## src/rtl/syn_but_wing_pm.sv

```systemverilog
// Radix-2 FFT/IFFT butterfly: data_0 = a + b*w, data_1 = a - b*w, serialised on one port.
// Pipelined complex multiply, optional per-sample twiddle conjugate, divide-by-2 scaling and saturation.
module syn_but_wing_pm #(
  parameter int P_SAMPLE_W = 16,
  parameter int P_TWDL_W   = 10,
  parameter int P_MUL_LAT  = 3
) (
  input  logic                  clk_ir,
  input  logic                  rst_sync,
  input  logic                  sample_rdy,
  output logic                  in_ready,
  input  logic [P_SAMPLE_W-1:0] sample_a_re,
  input  logic [P_SAMPLE_W-1:0] sample_a_im,
  input  logic [P_SAMPLE_W-1:0] sample_b_re,
  input  logic [P_SAMPLE_W-1:0] sample_b_im,
  input  logic [P_TWDL_W-1:0]   twdl_re,
  input  logic [P_TWDL_W-1:0]   twdl_im,
  input  logic                  cfg_ifft,
  input  logic                  cfg_scale,
  output logic [P_SAMPLE_W-1:0] res_re,
  output logic [P_SAMPLE_W-1:0] res_im,
  output logic                  res_rdy,
  output logic                  res_idx,
  output logic                  res_sat,
  output logic                  in_ovrflw
);

  localparam int MW = P_SAMPLE_W + P_TWDL_W;
  localparam int PW = MW + 1;
  localparam int NW = P_SAMPLE_W + 1;
  localparam int SW = P_SAMPLE_W + 2;
  localparam int SH = P_TWDL_W - 2;

  function automatic logic signed [P_TWDL_W-1:0] neg_sat_tw(input logic signed [P_TWDL_W-1:0] x);
    logic signed [P_TWDL_W-1:0] min_v;
    min_v = {1'b1, {(P_TWDL_W-1){1'b0}}};
    if (x == min_v) neg_sat_tw = ~min_v;
    else            neg_sat_tw = -x;
  endfunction

  function automatic logic signed [SW-1:0] sum_scale(input logic signed [P_SAMPLE_W-1:0] a,
                                                     input logic signed [SW-1:0] n,
                                                     input logic scl);
    logic signed [SW-1:0] s;
    s = {{2{a[P_SAMPLE_W-1]}}, a} + n;
    sum_scale = scl ? (s >>> 1) : s;
  endfunction

  // Returns {clipped, value}; in range only when the top three bits agree.
  function automatic logic [P_SAMPLE_W:0] sat_s(input logic signed [SW-1:0] s);
    logic [2:0] top;
    top = s[SW-1:P_SAMPLE_W-1];
    if (top == 3'b000 || top == 3'b111) sat_s = {1'b0, s[P_SAMPLE_W-1:0]};
    else if (!s[SW-1])                  sat_s = {2'b10, {(P_SAMPLE_W-1){1'b1}}};
    else                                sat_s = {2'b11, {(P_SAMPLE_W-1){1'b0}}};
  endfunction

  logic                         accept;
  logic signed [P_SAMPLE_W-1:0] b_re_s, b_im_s;
  logic signed [P_TWDL_W-1:0]   w_re_s, w_im_s;
  logic signed [MW-1:0]         rr, ii, ri, ir;
  logic signed [PW-1:0]         prod_re_c, prod_im_c;

  assign accept = sample_rdy & in_ready;
  assign b_re_s = sample_b_re;
  assign b_im_s = sample_b_im;
  assign w_re_s = twdl_re;
  assign w_im_s = cfg_ifft ? neg_sat_tw(twdl_im) : twdl_im;
  assign rr = b_re_s * w_re_s;
  assign ii = b_im_s * w_im_s;
  assign ri = b_re_s * w_im_s;
  assign ir = b_im_s * w_re_s;
  assign prod_re_c = {rr[MW-1], rr} - {ii[MW-1], ii};
  assign prod_im_c = {ri[MW-1], ri} + {ir[MW-1], ir};

  // Stage p0: multiplier pipeline with a-sample and scale delay line
  logic signed [PW-1:0]         p_re_p0 [P_MUL_LAT];
  logic signed [PW-1:0]         p_im_p0 [P_MUL_LAT];
  logic signed [P_SAMPLE_W-1:0] a_re_p0 [P_MUL_LAT];
  logic signed [P_SAMPLE_W-1:0] a_im_p0 [P_MUL_LAT];
  logic                         scl_p0  [P_MUL_LAT];
  logic [P_MUL_LAT-1:0]         vld_p0;

  always_ff @(posedge clk_ir) begin
    p_re_p0[0] <= prod_re_c;
    p_im_p0[0] <= prod_im_c;
    a_re_p0[0] <= sample_a_re;
    a_im_p0[0] <= sample_a_im;
    scl_p0[0]  <= cfg_scale;
    for (int i = 1; i < P_MUL_LAT; i++) begin
      p_re_p0[i] <= p_re_p0[i-1];
      p_im_p0[i] <= p_im_p0[i-1];
      a_re_p0[i] <= a_re_p0[i-1];
      a_im_p0[i] <= a_im_p0[i-1];
      scl_p0[i]  <= scl_p0[i-1];
    end
  end

  // Stage p1: normalise; held until the next sample so data_1 can reuse -n
  logic signed [PW-1:0]         sh_re, sh_im;
  logic signed [SW-1:0]         nx_re, nx_im;
  logic signed [SW-1:0]         n_re_p1, n_im_p1, nn_re_p1, nn_im_p1;
  logic signed [P_SAMPLE_W-1:0] a_re_p1, a_im_p1;
  logic                         scl_p1;
  logic                         vld_p1, vld_p2;

  assign sh_re = p_re_p0[P_MUL_LAT-1] >>> SH;
  assign sh_im = p_im_p0[P_MUL_LAT-1] >>> SH;
  assign nx_re = {sh_re[NW-1], sh_re[NW-1:0]};
  assign nx_im = {sh_im[NW-1], sh_im[NW-1:0]};

  always_ff @(posedge clk_ir) begin
    if (vld_p0[P_MUL_LAT-1]) begin
      n_re_p1  <= nx_re;
      n_im_p1  <= nx_im;
      nn_re_p1 <= -nx_re;
      nn_im_p1 <= -nx_im;
      a_re_p1  <= a_re_p0[P_MUL_LAT-1];
      a_im_p1  <= a_im_p0[P_MUL_LAT-1];
      scl_p1   <= scl_p0[P_MUL_LAT-1];
    end
  end

  always_ff @(posedge clk_ir) begin
    if (rst_sync) begin
      in_ready  <= 1'b1;
      in_ovrflw <= 1'b0;
      vld_p0    <= '0;
      vld_p1    <= 1'b0;
      vld_p2    <= 1'b0;
    end else begin
      in_ready  <= ~accept;
      in_ovrflw <= sample_rdy & ~in_ready;
      vld_p0[0] <= accept;
      for (int i = 1; i < P_MUL_LAT; i++) vld_p0[i] <= vld_p0[i-1];
      vld_p1    <= vld_p0[P_MUL_LAT-1];
      vld_p2    <= vld_p1;
    end
  end

  // Stage p2: sum, scale, saturate; data_0 when vld_p1, data_1 one cycle later
  logic signed [SW-1:0] sel_re, sel_im;
  logic [P_SAMPLE_W:0]  sat_re_c, sat_im_c;
  logic                 out_vld;

  assign out_vld  = vld_p1 | vld_p2;
  assign sel_re   = vld_p1 ? n_re_p1 : nn_re_p1;
  assign sel_im   = vld_p1 ? n_im_p1 : nn_im_p1;
  assign sat_re_c = sat_s(sum_scale(a_re_p1, sel_re, scl_p1));
  assign sat_im_c = sat_s(sum_scale(a_im_p1, sel_im, scl_p1));

  always_ff @(posedge clk_ir) begin
    if (rst_sync) begin
      res_re  <= '0;
      res_im  <= '0;
      res_rdy <= 1'b0;
      res_idx <= 1'b0;
      res_sat <= 1'b0;
    end else begin
      res_rdy <= out_vld;
      res_idx <= vld_p2;
      res_sat <= out_vld & (sat_re_c[P_SAMPLE_W] | sat_im_c[P_SAMPLE_W]);
      if (out_vld) begin
        res_re <= sat_re_c[P_SAMPLE_W-1:0];
        res_im <= sat_im_c[P_SAMPLE_W-1:0];
      end
    end
  end

endmodule
```

## config.mk

```make
export PLATFORM = sky130hd
export DESIGN_NAME = syn_but_wing_pm
export DESIGN_NICKNAME = d
export VERILOG_FILES = /design/src/rtl/syn_but_wing_pm.sv
export SDC_FILE = /design/constraint.sdc
export NUM_CORES = 2
export LEC_CHECK = 0
export ABC_AREA = 1
export ABC_CLOCK_PERIOD_IN_PS = 11040
export CORE_UTILIZATION = 62
export DETAILED_ROUTE_END_ITERATION = 8
export GPL_TIMING_DRIVEN = 0
export PLACE_DENSITY_LB_ADDON = 0.12
export SYNTH_ARGS = -nofsm -noshare
export SYNTH_HDL_FRONTEND = slang
export SYNTH_SLANG_ARGS = --single-unit
```

## constraint.sdc

```tcl
create_clock -name clk_ir -period 11.04 [get_ports clk_ir]
set_clock_uncertainty 0.1 [all_clocks]
set_input_delay 2.208 -clock clk_ir [delete_from_list [all_inputs] [get_ports clk_ir]]
set_output_delay 2.208 -clock clk_ir [all_outputs]
set_load 0.1 [all_outputs]
```

# Word level (Yosys, flattened, before mapping)
# Memories as Yosys holds them, arrays and structs flattened. A register that Yosys moved wholly into a read port is not among the register bits.
# Cells that the tools add are included.
[op_classes] addsub=7 multipliers=4 eq_ne=3 mux=10 bitwise=7 reduce_logical=4
[ops] operator="$mul A16 B10 Y26" n=4
[ops] operator="$mux W17" n=4
[ops] operator="$add A18 B18 Y18" n=2
[ops] operator="$mux W18" n=2
[ops] operator="$neg A17 Y18" n=2
[ops] operator="$mux W16" n=2
[ops] operator="$add A26 B26 Y27" n=1
[ops] operator="$sub A26 B26 Y27" n=1
[ops] operator="$mux W10" n=2
[ops] operator="$eq A10 B10 Y1 const B" n=1
[ops] operator="$neg A10 Y10" n=1
[ops] operator="$eq A3 B3 Y1 const B" n=2
[ops] operator="$logic_not A3 Y1" n=2
[ops] operator="$and A1 B1 Y1" n=3
[ops] operator="$logic_or A1 B1 Y1" n=2
[ops] operator="$not A1 Y1" n=2
[ops] operator="$or A1 B1 Y1" n=2
[totals] register_bits=112 ramBits=261 in_bits=89 out_inout_bits=37 elab_cells=54 n_memories=5
[memory_table] name="p_im_p0" depth=3 width=27 read_ports=3 rd_clocked_by_memory_dff=0 write_ports=3 line_no="78" source="logic signed [PW-1:0] p_im_p0 [P_MUL_LAT];"
[memory_table] name="p_re_p0" depth=3 width=27 read_ports=3 rd_clocked_by_memory_dff=0 write_ports=3 line_no="77" source="logic signed [PW-1:0] p_re_p0 [P_MUL_LAT];"
[memory_table] name="a_im_p0" depth=3 width=16 read_ports=3 rd_clocked_by_memory_dff=1 write_ports=3 line_no="80" source="logic signed [P_SAMPLE_W-1:0] a_im_p0 [P_MUL_LAT];"
[memory_table] name="a_re_p0" depth=3 width=16 read_ports=3 rd_clocked_by_memory_dff=1 write_ports=3 line_no="79" source="logic signed [P_SAMPLE_W-1:0] a_re_p0 [P_MUL_LAT];"
[memory_table] name="scl_p0" depth=3 width=1 read_ports=3 rd_clocked_by_memory_dff=1 write_ports=3 line_no="81" source="logic scl_p0 [P_MUL_LAT];"

# Longest topological paths before layout
[logic_depth] depth_word=8 mapped_depth=38 mapped_depth_nobuf=37

# Least setup slack after synthesis
# Ideal clock, no wire load.
[synth_timing] kind="input to register" start="input port twdl_im[0]" end="memory p_re_p0[0][24] (netlist name)" setup_time_ns=0.112 arrival_ns=8.468 t_required_ns=10.828 setup_slack_ns=2.360 path_stages=27 path_buffers=1 path_cell_list="inv_1 -> ha_1 -> nand3_1 -> inv_1 -> nand3_4 -> nand2_2 -> clkbuf_1 -> nand2_1 -> fa_1 -> fa_1 -> inv_1 -> fa_1 -> inv_1 -> fa_1 -> fa_1 -> fa_1 -> inv_1 -> fa_1 -> inv_1 -> ha_1 -> nand2_1 -> nor4_1 -> nand4_1 -> nand3_1 -> a21oi_1 -> nand3_1 -> nand2_1"
[synth_lines] element="start, declared" line_no="17" source="input logic [P_TWDL_W-1:0] twdl_im,"
[synth_lines] element="end, declared" line_no="77"

==> flow_summary.json <==
{
  "tightestPinTransition_ns": 1.071,
  "place_congestion": 1.015,
  "hold_viol_final": 0,
  "layout_common_cells": "inv_1 (1081), nand2_1 (1004), fa_1 (628)",
  "synth_area_leaders": "fa_1 (35%), dfxtp_1 (14%), inv_1 (11%)",
  "path_max_fanout": 10,
  "cts_resized": 0,
  "place_hpwl_um": 77450,
  "via_per_inst": 5.234,
  "placement.cell_area_um2": 37900,
  "syn_area_um2": 36000,
  "fin_crit_ns": 10.70,
  "outcome": "complete, no violations",
  "clock_sinks": 344,
  "final_common_cell": "inv_1",
  "synth_cells": 4202,
  "clock_latency_ns": 0.57,
  "path_class": "in2reg",
  "antenna_found_initial": 5,
  "slowest_stage": "fa_1",
  "max_slew_margin": 0.2858,
  "period_share": 0.9690,
  "worstPathRequired_ns": 11.32,
  "ys_seq_area_frac": 0.2194,
  "ys_ff_latch": 344,
  "rows": 87,
  "rsz0062_at_grt": "false",
  "final-setup-viol-count": 0,
  "cpPeakStageDelay_ns": 0.74,
  "avgSynthCellArea_um2": 8.567,
  "die_w_um": 243.0,
  "synth-edff-count": 101,
  "first_iter_violations": 1790,
  "grt_max_degree": 54,
  "design_area_um2": 38900,
  "port_buffers": 92,
  "area_growth_pct": 8.049,
  "clk_pin_slew_worst_paths_ns": 0.07,
  "grt_overflow": 0,
  "yosysTopAreaCellShare": 0.3492,
  "syn_nets": 5136,
  "wirelength_um": 92900,
  "holdBufCountCts": 0,
  "ioPinCount": 126,
  "final_nets": 5261,
  "ys.flop_type": "dfxtp_1",
  "drc": 0,
  "die-area_um2": 59030,
  "numCtsBuffers": 30,
  "htreeDepth": 1,
  "min_path_type": "reg2reg",
  "drive_gt1_frac": 0.03080,
  "async_flop_share": 0,
  "num_vias": 26740,
  "crit_path_start_kind": "primary input",
  "place_ws_ns": 0.05353,
  "fin_util": 0.6832,
  "clock-root-buffer": "clkbuf_16",
  "fillers": 4775,
  "core_um2": 56930,
  "final_max_slew_viol_count": 0,
  "grt_pass1_vias": 27780,
  "cts_tree": "done",
  "die_h_um": 243.0,
  "grt_pass1_wl_um": 147600,
  "fin_tns_setup_ns": 0,
  "initial_core_util": 0.6323,
  "firstDrtPassIters": 5,
  "track_usage": 0.3285,
  "synthDistinctLibCells": 57,
  "ant_nets": 0,
  "maxCapViolCount": 0,
  "fmax_ghz": 0.09348,
  "finalWorstSetupSlack_ns": 0.3428,
  "post_cts.repair.setup_buffers": 0,
  "post_drt_wl_per_cell_um": 18.18,
  "yosys_warnings": 0,
  "synth_top_cell_by_area": "fa_1",
  "arrival_ns": 10.97,
  "clk_path_buf_depth": 3,
  "endpoint_kind": "flop"
}
flip-flops by register name, summed over array words and instances (netlist names), 17 cells and up:
| register | count |
|---|---|
| a_im_p0 | 48 |
| nn_re_p1 | 17 |
| p_re_p0 | 51 |
| n_im_p1 | 17 |
| a_re_p0 | 48 |
| nn_im_p1 | 17 |
| p_im_p0 | 51 |
| n_re_p1 | 17 |
layer usage:
| metal | vias up | global-route usage | part of all wire |
|---|---|---|---|
| met2 | 1015 | 0.5591 | 0.48 |
| met3 | 259 | 0.06070 | 0.081 |
| met4 | 6 | 0.1681 | 0.060 |
| li1 | 12460 | - | - |
| met5 | - | 0 | 0.00036 |
| met1 | 13010 | 0.3993 | 0.38 |
Yosys cell counts, types with 3 or more instances:
library cell and count:
nand2_4 3, nor2_1 241, or2_2 13, nand3_1 122, fa_1 628, and2_1 3, o211ai_1 3, o21bai_1 8
a31oi_1 3, nor2_2 3, nor4_1 4, dfxtp_1 243, a21oi_1 93, xor2_1 72, clkbuf_1 123, xnor2_1 27
a21o_1 4, nand3_4 3, inv_1 1081, nand2_1 1004, edfxtp_1 101, o31ai_1 3, o21a_1 7, buf_1 15
buf_2 7, buf_6 4, ha_1 217, o21ai_0 53, nand3_2 6, inv_2 4, nand2_2 19, nor3_1 15
nor3_2 6, nand3b_1 20, nand4_1 15
through the flow:
| stage | instances | hold WS [ns] |
|---|---|---|
| 6_report | 5109 | 0.2003 |
| 5_1_grt | 5107 | 0.2100 |
| 4_1_cts | 5107 | 0.2011 |
| 3_5_place_dp | 5051 | 0.2121 |
| 3_3_place_gp | 5050 | 0.2099 |
| 2_1_floorplan | 4202 | 0.2096 |
area by class of cell:
type	count	area (µm²)	area share
multi-input cells	2617	23360	0.6006
flip-flops and latches	344	7901	0.2031
inverters	1088	4085	0.1050
repair buffers	93	948.4	0.02438
well taps	756	945.9	0.02432
clock buffers	43	902.1	0.02319
plain buffers	153	655.6	0.01686
clock inverters	13	92.59	0.002380
diodes	2	5.005	0.0001287
final timing paths:
check                                     from             end  slack, ns  depth (start not counted)
worst max-delay path                twdl_im[0]  p_re_p0[0][24]       0.34                         29
worst min-delay path            a_im_p0[1][15]  a_im_p0[2][15]       0.20                          0
worst max register to register          vld_p1       res_im[7]       7.52                         15
worst min register to register  a_im_p0[1][15]  a_im_p0[2][15]       0.20                          0
cells by family (layout without fill, tap and decap cells):
logic type	count (synthesis)	after routing	synth area share
multiplexers	2	2	0.0005561
buffers and inverters	1241	1390	0.1317
adder cells (fa/ha/maj)	845	845	0.4246
XOR/XNOR	99	99	0.02409
other	0	2	0
AO/OA/AOI/OAI	188	188	0.02961
AND/OR/NAND/NOR	1483	1483	0.1700
flip-flops	344	344	0.2194
critical path, delay by kind of cell:
family	cells	cell delay, ns
fa+ha+maj	9	4.26
simple gates	10	2.63
buf+inv	9	1.67
compound gates	1	0.17
Power is not shown: default switching activity piles up to over one toggle a cycle in this logic, so the estimate is an artifact.
